--- config.mk ---
export PLATFORM = sky130hd
export DESIGN_NAME = tt_mux_seq
export DESIGN_NICKNAME = d
export VERILOG_FILES = /design/src/rtl/tt_mux_pkg.sv /design/src/rtl/tt_mux_col_dec.sv /design/src/rtl/tt_mux_seq.sv
export SDC_FILE = /design/constraint.sdc
export NUM_CORES = 1
export LEC_CHECK = 0
export CORE_AREA = 2 2 161 163
export CTS_BUF_LIST = sky130_fd_sc_hd__clkbuf_8
export DETAILED_ROUTE_END_ITERATION = 6
export DIE_AREA = 0 0 163 165
export GPL_TIMING_DRIVEN = 0
export REMOVE_ABC_BUFFERS = 1
export SYNTH_ARGS = -nofsm -noshare
export SYNTH_HDL_FRONTEND = slang
export SYNTH_SLANG_ARGS = --single-unit
--- constraint.sdc ---
create_clock -name i_clk -period 5.7 [get_ports i_clk]
set_input_delay 1.14 -clock i_clk [delete_from_list [all_inputs] [get_ports i_clk]]
set_output_delay 1.14 -clock i_clk [all_outputs]
set_load 0.005 [all_outputs]
--- src/rtl/tt_mux_pkg.sv ---
// Shared types and width helpers for the clocked row multiplexer.
package tt_mux_pkg;

  typedef enum logic [1:0] {StIdle, StBreak, StGuard, StActive} mux_state_e;

  function automatic int unsigned calc_u_ow(input int unsigned n_o, input int unsigned n_io);
    return n_o + 2 * n_io;
  endfunction

  function automatic int unsigned calc_u_iw(input int unsigned n_i, input int unsigned n_io);
    return n_i + n_io;
  endfunction

  function automatic int unsigned calc_cw(input int unsigned n_um);
    return (n_um > 1) ? $clog2(n_um) : 1;
  endfunction

endpackage

--- src/rtl/tt_mux_col_dec.sv ---
// Binary column + enable to registered one-hot-or-zero UM enable.
module tt_mux_col_dec #(
  parameter int unsigned N  = 8,
  parameter int unsigned CW = 3
) (
  input  logic          i_clk,
  input  logic          i_rst,
  input  logic [CW-1:0] i_col,
  input  logic          i_ena,
  output logic [N-1:0]  o_onehot
);

  logic [N-1:0] w_onehot_d;
  logic [N-1:0] r_onehot;

  always_comb begin
    w_onehot_d = '0;
    for (int i = 0; i < int'(N); i++) begin
      if (i_ena && (int'(i_col) == i)) w_onehot_d[i] = 1'b1;
    end
  end

  always_ff @(posedge i_clk or posedge i_rst) begin
    if (i_rst) r_onehot <= '0;
    else       r_onehot <= w_onehot_d;
  end

  assign o_onehot = r_onehot;

endmodule

--- src/rtl/tt_mux_seq.sv ---
// Clocked row multiplexer: break-before-make column switching with a programmable guard gap.
module tt_mux_seq
  import tt_mux_pkg::*;
#(
  parameter int unsigned N_UM      = 8,
  parameter int unsigned N_IO      = 8,
  parameter int unsigned N_O       = 8,
  parameter int unsigned N_I       = 10,
  parameter int unsigned ROW_AW    = 5,
  parameter int unsigned GUARD_CYC = 2,
  parameter int unsigned IN_REG    = 1,
  parameter int unsigned OUT_REG   = 1,
  localparam int unsigned U_OW     = calc_u_ow(N_O, N_IO),
  localparam int unsigned U_IW     = calc_u_iw(N_I, N_IO),
  localparam int unsigned CW       = calc_cw(N_UM)
) (
  input  logic                   i_clk,
  input  logic                   i_rst,
  input  logic [ROW_AW-1:0]      i_addr,
  input  logic                   i_sel_valid,
  output logic                   o_sel_ready,
  input  logic [ROW_AW-1:0]      i_sel_branch,
  input  logic [CW-1:0]          i_sel_col,
  input  logic                   i_sel_ena,
  input  logic [U_IW-1:0]        i_si_usr,
  output logic [U_OW-1:0]        o_so_usr,
  output logic                   o_so_oe,
  input  logic [U_OW*N_UM-1:0]   i_um_ow,
  output logic [U_IW*N_UM-1:0]   o_um_iw,
  output logic [N_UM-1:0]        o_um_ena,
  output logic [CW-1:0]          o_cur_col,
  output logic                   o_active
);

  mux_state_e      r_state, w_state_d;
  logic [CW-1:0]   r_col, w_col_d;
  logic            r_conn, w_conn_d;
  logic [3:0]      r_cnt, w_cnt_d;
  logic            r_so_oe;
  logic            w_accept, w_connect;
  logic [N_UM-1:0] w_um_ena;
  logic [U_IW-1:0] w_in_data;
  logic [U_OW-1:0] w_so_mux, w_so_data;

  assign o_sel_ready = (r_state == StIdle) || (r_state == StActive);
  assign w_accept    = i_sel_valid && o_sel_ready;
  assign w_connect   = (i_sel_branch == i_addr) && i_sel_ena && (int'(i_sel_col) < int'(N_UM));

  always_comb begin
    w_state_d = r_state;
    w_col_d   = r_col;
    w_conn_d  = r_conn;
    w_cnt_d   = r_cnt;
    unique case (r_state)
      StIdle: begin
        if (w_accept && w_connect) begin
          w_state_d = StBreak;
          w_col_d   = i_sel_col;
          w_conn_d  = 1'b1;
        end
      end
      StBreak: begin
        if (GUARD_CYC > 0) begin
          w_state_d = StGuard;
          w_cnt_d   = 4'(GUARD_CYC - 1);
        end else begin
          w_state_d = r_conn ? StActive : StIdle;
        end
      end
      StGuard: begin
        if (r_cnt == 4'd0) w_state_d = r_conn ? StActive : StIdle;
        else               w_cnt_d   = r_cnt - 4'd1;
      end
      StActive: begin
        // Reconnecting the column already in use must not open a gap.
        if (w_accept && !(w_connect && (i_sel_col == r_col))) begin
          w_state_d = StBreak;
          w_conn_d  = w_connect;
          if (w_connect) w_col_d = i_sel_col;
        end
      end
      default: w_state_d = StIdle;
    endcase
  end

  always_ff @(posedge i_clk or posedge i_rst) begin
    if (i_rst) begin
      r_state <= StIdle;
      r_col   <= '0;
      r_conn  <= 1'b0;
      r_cnt   <= '0;
      r_so_oe <= 1'b0;
    end else begin
      r_state <= w_state_d;
      r_col   <= w_col_d;
      r_conn  <= w_conn_d;
      r_cnt   <= w_cnt_d;
      r_so_oe <= (r_state == StActive) && (w_state_d == StActive);
    end
  end

  tt_mux_col_dec #(
    .N  (N_UM),
    .CW (CW)
  ) u_col_dec (
    .i_clk    (i_clk),
    .i_rst    (i_rst),
    .i_col    (w_col_d),
    .i_ena    (w_state_d == StActive),
    .o_onehot (w_um_ena)
  );

  assign o_um_ena  = w_um_ena;
  assign o_active  = (r_state == StActive);
  assign o_cur_col = o_active ? r_col : '0;
  assign o_so_oe   = r_so_oe;

  // Input register only samples while ACTIVE so a new column starts from zero.
  if (IN_REG != 0) begin : g_in_reg
    logic [U_IW-1:0] r_si;
    always_ff @(posedge i_clk or posedge i_rst) begin
      if (i_rst) r_si <= '0;
      else       r_si <= (r_state == StActive) ? i_si_usr : '0;
    end
    assign w_in_data = r_si;
  end else begin : g_in_comb
    assign w_in_data = i_si_usr;
  end

  for (genvar i = 0; i < int'(N_UM); i++) begin : g_um_iw
    assign o_um_iw[U_IW*i +: U_IW] = w_um_ena[i] ? w_in_data : '0;
  end

  always_comb begin
    w_so_mux = '0;
    for (int i = 0; i < int'(N_UM); i++) begin
      if (int'(r_col) == i) w_so_mux = i_um_ow[U_OW*i +: U_OW];
    end
  end

  if (OUT_REG != 0) begin : g_out_reg
    logic [U_OW-1:0] r_so;
    always_ff @(posedge i_clk or posedge i_rst) begin
      if (i_rst) r_so <= '0;
      else       r_so <= w_so_mux;
    end
    assign w_so_data = r_so;
  end else begin : g_out_comb
    assign w_so_data = w_so_mux;
  end

  assign o_so_usr = r_so_oe ? w_so_data : '0;

endmodule

# Word-level counts from Yosys, hierarchy flattened
# Index checks and enable logic that the tools add are counted.
op_classes:
  add_sub_neg: 1
  eq_ne: 23
  mux: 41
  n_reduce_logical: 24
op_table:
  columns: ["cell", "count"]
  rows:
  - ["two-way mux 24 bit", 9]
  - ["two-way mux 18 bit", 9]
  - ["== test 3 bit (second input constant)", 8]
  - ["logical AND 1 bit", 14]
  - ["== test 3 x 2 -> 1 bit (second input constant)", 4]
  - ["two-way mux 3 bit", 4]
  - ["two-way mux 1 bit", 10]
  - ["two-way mux 2 bit", 4]
  - ["case mux 2 bit (4 select lines)", 1]
  - ["case mux 4 bit (2 select lines)", 1]
  - ["== test 2 bit (second input constant)", 3]
  - ["== test 3 x 1 -> 1 bit (second input constant)", 2]
  - ["zero test 3 bit", 2]
  - ["case mux 3 bit (2 select lines)", 1]
  - ["== test 5 bit", 1]
  - ["zero test 4 bit", 1]
  - ["two-way mux 4 bit", 1]
  - ["inequality test 2 x 1 -> 1 bit (second input constant)", 2]
  - ["nonzero test 2 bit", 2]
  - ["subtractor 4 x 1 -> 4 bit (second input constant)", 1]
  - ["== test 3 bit", 1]
  - ["AND reduction 3 bit", 1]
  - ["== test 2 x 1 -> 1 bit (second input constant)", 1]
  - ["zero test 2 bit", 1]
  - ["other kinds (5)", 5]
totals:
  ff_bits: 61
  inputBits: 227
  output_inout_bits: 182
  word_cells: 97

# Logic depth before layout (Yosys ltp)
depth:
  ltp_word: 10
  ltp_mapped: 8
  ltp_nobuf: 8

# Cells and area by module
# A second synthesis with hierarchy kept.
hier_totals:
  hier_cells: 619
  hier_area_um2: 5061.1
modules_own_cells:
  columns: ["mod", "n_inst", "cells_per_inst", "area_per_inst_um2", "seq_area_each_um2"]
  rows:
  - ["tt_mux_seq", 1, 602, 4760.8, 1326.3]
  - ["tt_mux_col_dec", 1, 17, 300.3, 200.2]

# Least setup slack after synthesis
# OpenSTA, ideal clock, no wires.
synth_timing:
  kind: "input -> register"
  start: "input i_addr[2]"
  end: "register u_col_dec.r_onehot[4] (netlist: u_col_dec.o_onehot[4])"
  setup_ns: 0.072
  arrival_ns: 2.296
  t_required_ns: 5.628
  slack_ns: 3.332
  stages: 7
  path_buffers: 1
  path_cell_list: "xnor2_1 and4_1 buf_2 nand4_1 a32oi_2 nand3_2 nor2_1"
synth_between:
  elab_chain_cells: 10
  word_cells_on_any_way: 17
  cone_classes: "eq/ne (3); mux (8); reduce/logical (6)"
synth_rtl:
  columns: ["element", "line_no", "source"]
  rows:
  - ["start: declaration", "tt_mux_seq.sv:19", "input logic [ROW_AW-1:0] i_addr,"]
  - ["== test 5 bit (*)", "tt_mux_seq.sv:47", "assign w_connect = (i_sel_branch == i_addr) && i_sel_ena && (int'(i_sel_col) < int'(N_UM));"]
  - ["logical AND 1 bit (*)", "tt_mux_seq.sv:47", null]
  - ["logical AND 1 bit", "tt_mux_seq.sv:76", "if (w_accept && !(w_connect && (i_sel_col == r_col))) begin"]
  - ["zero test 1 bit", "tt_mux_seq.sv:76", null]
  - ["logical AND 1 bit", "tt_mux_seq.sv:76", null]
  - ["two-way mux 2 bit", "tt_mux_seq.sv:76", null]
  - ["case mux 2 bit (4 select lines) (*)", "tt_mux_seq.sv:54", "unique case (r_state)"]
  - ["named net w_state_d[1]", "tt_mux_seq.sv:35", "mux_state_e r_state, w_state_d;"]
  - ["== test 2 bit (*)", "tt_mux_seq.sv:109", ".i_ena (w_state_d == StActive),"]
  - ["logical AND 1 bit (*)", "tt_mux_col_dec.sv:19", "if (i_ena && (int'(i_col) == i)) w_onehot_d[i] = 1'b1;"]
  - ["two-way mux 1 bit (*)", "tt_mux_col_dec.sv:19", null]
  - ["named net u_col_dec.w_onehot_d[4]", "tt_mux_col_dec.sv:13", "logic [N-1:0] w_onehot_d;"]
  - ["end signal: assignment", "tt_mux_col_dec.sv:25", "else r_onehot <= w_onehot_d;"]
  - ["end: declaration", "tt_mux_col_dec.sv:14", "logic [N-1:0] r_onehot;"]
# Mark *: on every way through the listed nets, which the timed path passes. The rest lies on a longest branch.
# A chain may end at the register's enable or synchronous reset.

# Worst setup path in the final report
layout_timing:
  start: "register r_state[0]"
  end: "output o_cur_col[0]"
layout_between:
  elab_chain_cells: 2
layout_rtl:
  columns: ["element", "line_no", "source"]
  rows:
  - ["start: declaration", "tt_mux_seq.sv:35", null]
  - ["start signal: assignment", "tt_mux_seq.sv:88", "r_state <= StIdle;"]
  - ["start signal: assignment", "tt_mux_seq.sv:94", "r_state <= w_state_d;"]
  - ["== test 2 bit", "tt_mux_seq.sv:114", "assign o_active = (r_state == StActive);"]
  - ["two-way mux 3 bit", "tt_mux_seq.sv:115", "assign o_cur_col = o_active ? r_col : '0;"]
  - ["end: declaration", "tt_mux_seq.sv:31", "output logic [CW-1:0] o_cur_col,"]
# No other way between the ends.

==> results.sh <==
export IMPL_worstPathMaxFanout=26
export IMPL_ios=409
export IMPL_critPathLaunchType="flop"
export IMPL_worst_setup_path_end_kind="primary output"
export IMPL_vdd_ir_drop_max_mv=0.0995
export IMPL_busiest_layer="met2"
export IMPL_hold_violations=0
export IMPL_grt_util_met3_pct=4.72
export IMPL_cts_sinks=61
export IMPL_initialDrtViolationCount=186
export IMPL_core_sq_mm=0.0250
export IMPL_hold_buffers=0
export IMPL_drive_gt1_share_pct=5.67
export IMPL_cts_tree="done"
export IMPL_fin_crit_ns=3.54
export IMPL_worstPathArrival_ns=2.40
export IMPL_totalPowerFinal_mw=1.85
export IMPL_vias=5762
export IMPL_first_global_vias=5729
export IMPL_die_area_sq_mm=0.0269
export IMPL_cts_path_max_buffers=2
export IMPL_drv_slew=0
export IMPL_p_leak_nw=3.67
export IMPL_syn2layout_area_growth_pct=90.4
export IMPL_ctsResizeCount=0
export IMPL_wire_per_inst_um=17.9
export IMPL_syn_cell_area_sq_mm=0.00509
export IMPL_grt_pass1_wl_mm=34.0
export IMPL_htreeDepth=3
export IMPL_synth_top_area_share_pct=30.0
export IMPL_fillCellCount=2594
export IMPL_post_cts_setup_buffers=0
export IMPL_use_met1_pct=18.6
export IMPL_synthFlopType="dfrtp_1"
export IMPL_diodes=0
export IMPL_drcViolationCount=0
export IMPL_synth_area_top_cells="dfrtp_1, and2_1, mux2i_1, mux4_2, o221ai_1"
export IMPL_final_cells=1317
export IMPL_setup_viol=0
export IMPL_port_buffers=408
export IMPL_cp_required_ns=4.56
export IMPL_hold_slack_ns=0.517
export IMPL_critPathKind="reg2out"
export IMPL_syn_inst=601
export IMPL_period_share_pct=62.1
export IMPL_initial_utilization_pct=20.3
export IMPL_gp_congestion=0.799
export IMPL_grt_remaining_overflow=0
export IMPL_grt_max_degree=62
export IMPL_synth_edff_count=0
export IMPL_ys_types=48
export IMPL_final_nets=1215
export IMPL_relSlewSlack_pct=17.7
export IMPL_ys_seq_area_share_pct=30.0
export IMPL_die_h_um=165
export IMPL_globalRouteMet2Util_pct=32.4
export IMPL_antenna_found_initial=0
export IMPL_numCtsBuffers=9
export IMPL_clkLatencyLatePin_ns=0.36
export IMPL_powerDensity_mw_per_mm2=191
export IMPL_worst_slew_pin_slew_ns=1.23
export IMPL_drv_cap=0
export IMPL_vias_per_cell=4.38
export IMPL_syn_area_per_cell_sq_um=8.47
export IMPL_ant_nets=0
export IMPL_fin_skew_ns=0.0160
export IMPL_cts_clk_slew_worst_paths_ns=0.08
export IMPL_grt_usage_pct=16.9
export IMPL_rows=58
export IMPL_dp_final_hpwl_mm=18.5
export IMPL_die_x_um=163
export IMPL_async_flop_share_pct=100
export IMPL_wl_mm=23.6
export IMPL_synth_seq_cells=61
export IMPL_hp_class="reg2reg"
export IMPL_synth_top_cell_by_area="dfrtp_1"
export IMPL_dp_cells=1301
export IMPL_maxClockFrequency_ghz=0.282
export IMPL_yosys_top_cells_count="and2_1, dfrtp_1, nor2_1"
export IMPL_root_buffer="clkbuf_8"
export IMPL_status="completed"
export IMPL_rsz0062_at_grt="no"
export IMPL_first_pass_iters=5
export IMPL_yosysWarningCount=0
export IMPL_synth_most_common_cell="and2_1"
==> cells in the final DEF (no fill, tap or decap), types with 5 or more instances in the layout <==
| cell type | count |
|---|---|
| inv_1 | 25 |
| nor2_1 | 31 |
| a22oi_1 | 11 |
| mux2_2 | 5 |
| xnor2_1 | 8 |
| o221ai_1 | 19 |
| and2_1 | 193 |
| clkdlybuf4s50_1 | 408 |
| a22o_1 | 18 |
| a21oi_1 | 30 |
| nand2b_1 | 10 |
| mux2i_1 | 25 |
| o211ai_1 | 11 |
| clkbuf_8 | 11 |
| dfrtp_1 | 58 |
| nand2_1 | 23 |
| mux4_2 | 10 |
| o22ai_1 | 5 |
| o21ai_0 | 30 |
| ha_1 | 6 |
==> registers in the layout (all words and copies together), names as in the netlist <==
register	flops
r_col	3
g_in_reg.r_si	18
r_state	2
o_so_oe	1
r_cnt	4
u_col_dec.o_onehot	8
g_out_reg.r_so	24
r_conn	1
==> per-layer routing <==
layer / routed length (um) / share of wire [%] / vias up
li1: - / - / 2836
met3: 1740 / 7.4 / 13
met5: 0 / 0 / -
met2: 12500 / 53 / 262
met4: 160 / 0.68 / 0
met1: 9200 / 39 / 2651
==> cells by family (layout without fill, tap and decap cells) <==
group,Yosys count,count (layout),synth area share [%]
AOI/OAI and AO/OA,137,137,18.8
muxes,40,40,10.4
DFF,61,61,30.0
xor gates and xnor gates,8,8,1.38
adders and majority gates,6,6,1.47
buffers and inverters,70,456,5.63
and+or+nand+nor,279,279,32.3
==> worst paths after layout <==
| kind | from | end | slack (ns) | depth (start not counted) |
|---|---|---|---|---|
| max reg2reg | r_col[0] | g_out_reg.r_so[19] | 2.42 | 5 |
| max | r_state[0] | o_cur_col[0] | 2.16 | 4 |
| max in group asynchronous | i_rst | r_col[0] | 3.82 | 2 |
| min in group asynchronous | i_rst | g_out_reg.r_so[20] | 1.30 | 2 |
| min | r_cnt[1] | r_cnt[1] | 0.52 | 2 |
| min reg2reg | r_cnt[1] | r_cnt[1] | 0.52 | 2 |
==> layout make-up <==
cell class	count	area, sq um	area share, %
Sequential cell	61	1530	15.8
Clock inverter	5	42.5	0.439
Clock buffer	11	151	1.56
Tap cell	330	413	4.26
Timing Repair Buffer	413	4170	43.0
Inverter	27	104	1.07
Multi-Input combinational cell	470	3290	33.9
==> critical path, stage by stage, from the launching register on <==
cell,delay [ns]
dfrtp_1,0.46
ha_1,0.77
nand2_1,0.19
inv_1,0.09
clkdlybuf4s50_1,0.53
==> power breakdown <==
group / switching (mW) / internal, mW
combinational: 0.357 / 0.443
clock: 0.200 / 0.186
sequential: 0.136 / 0.525
total: 0.694 / 1.15
==> through the flow <==
stage | setup TNS, ns | instance area (sq um) | setup WS (ns) | utilization (%)
after global placement | -0.887 | 9400 | -0.171 | 37.6
after detailed placement | 0 | 9500 | 2.33 | 38.0
after global routing | 0 | 9700 | 1.94 | 38.7
after CTS | 0 | 9700 | 2.07 | 38.7
after floorplan | 0 | 4910 | 2.41 | -
final | 0 | 9700 | 2.16 | 38.7
No activity file was read; power rests on OpenSTA's default activity.
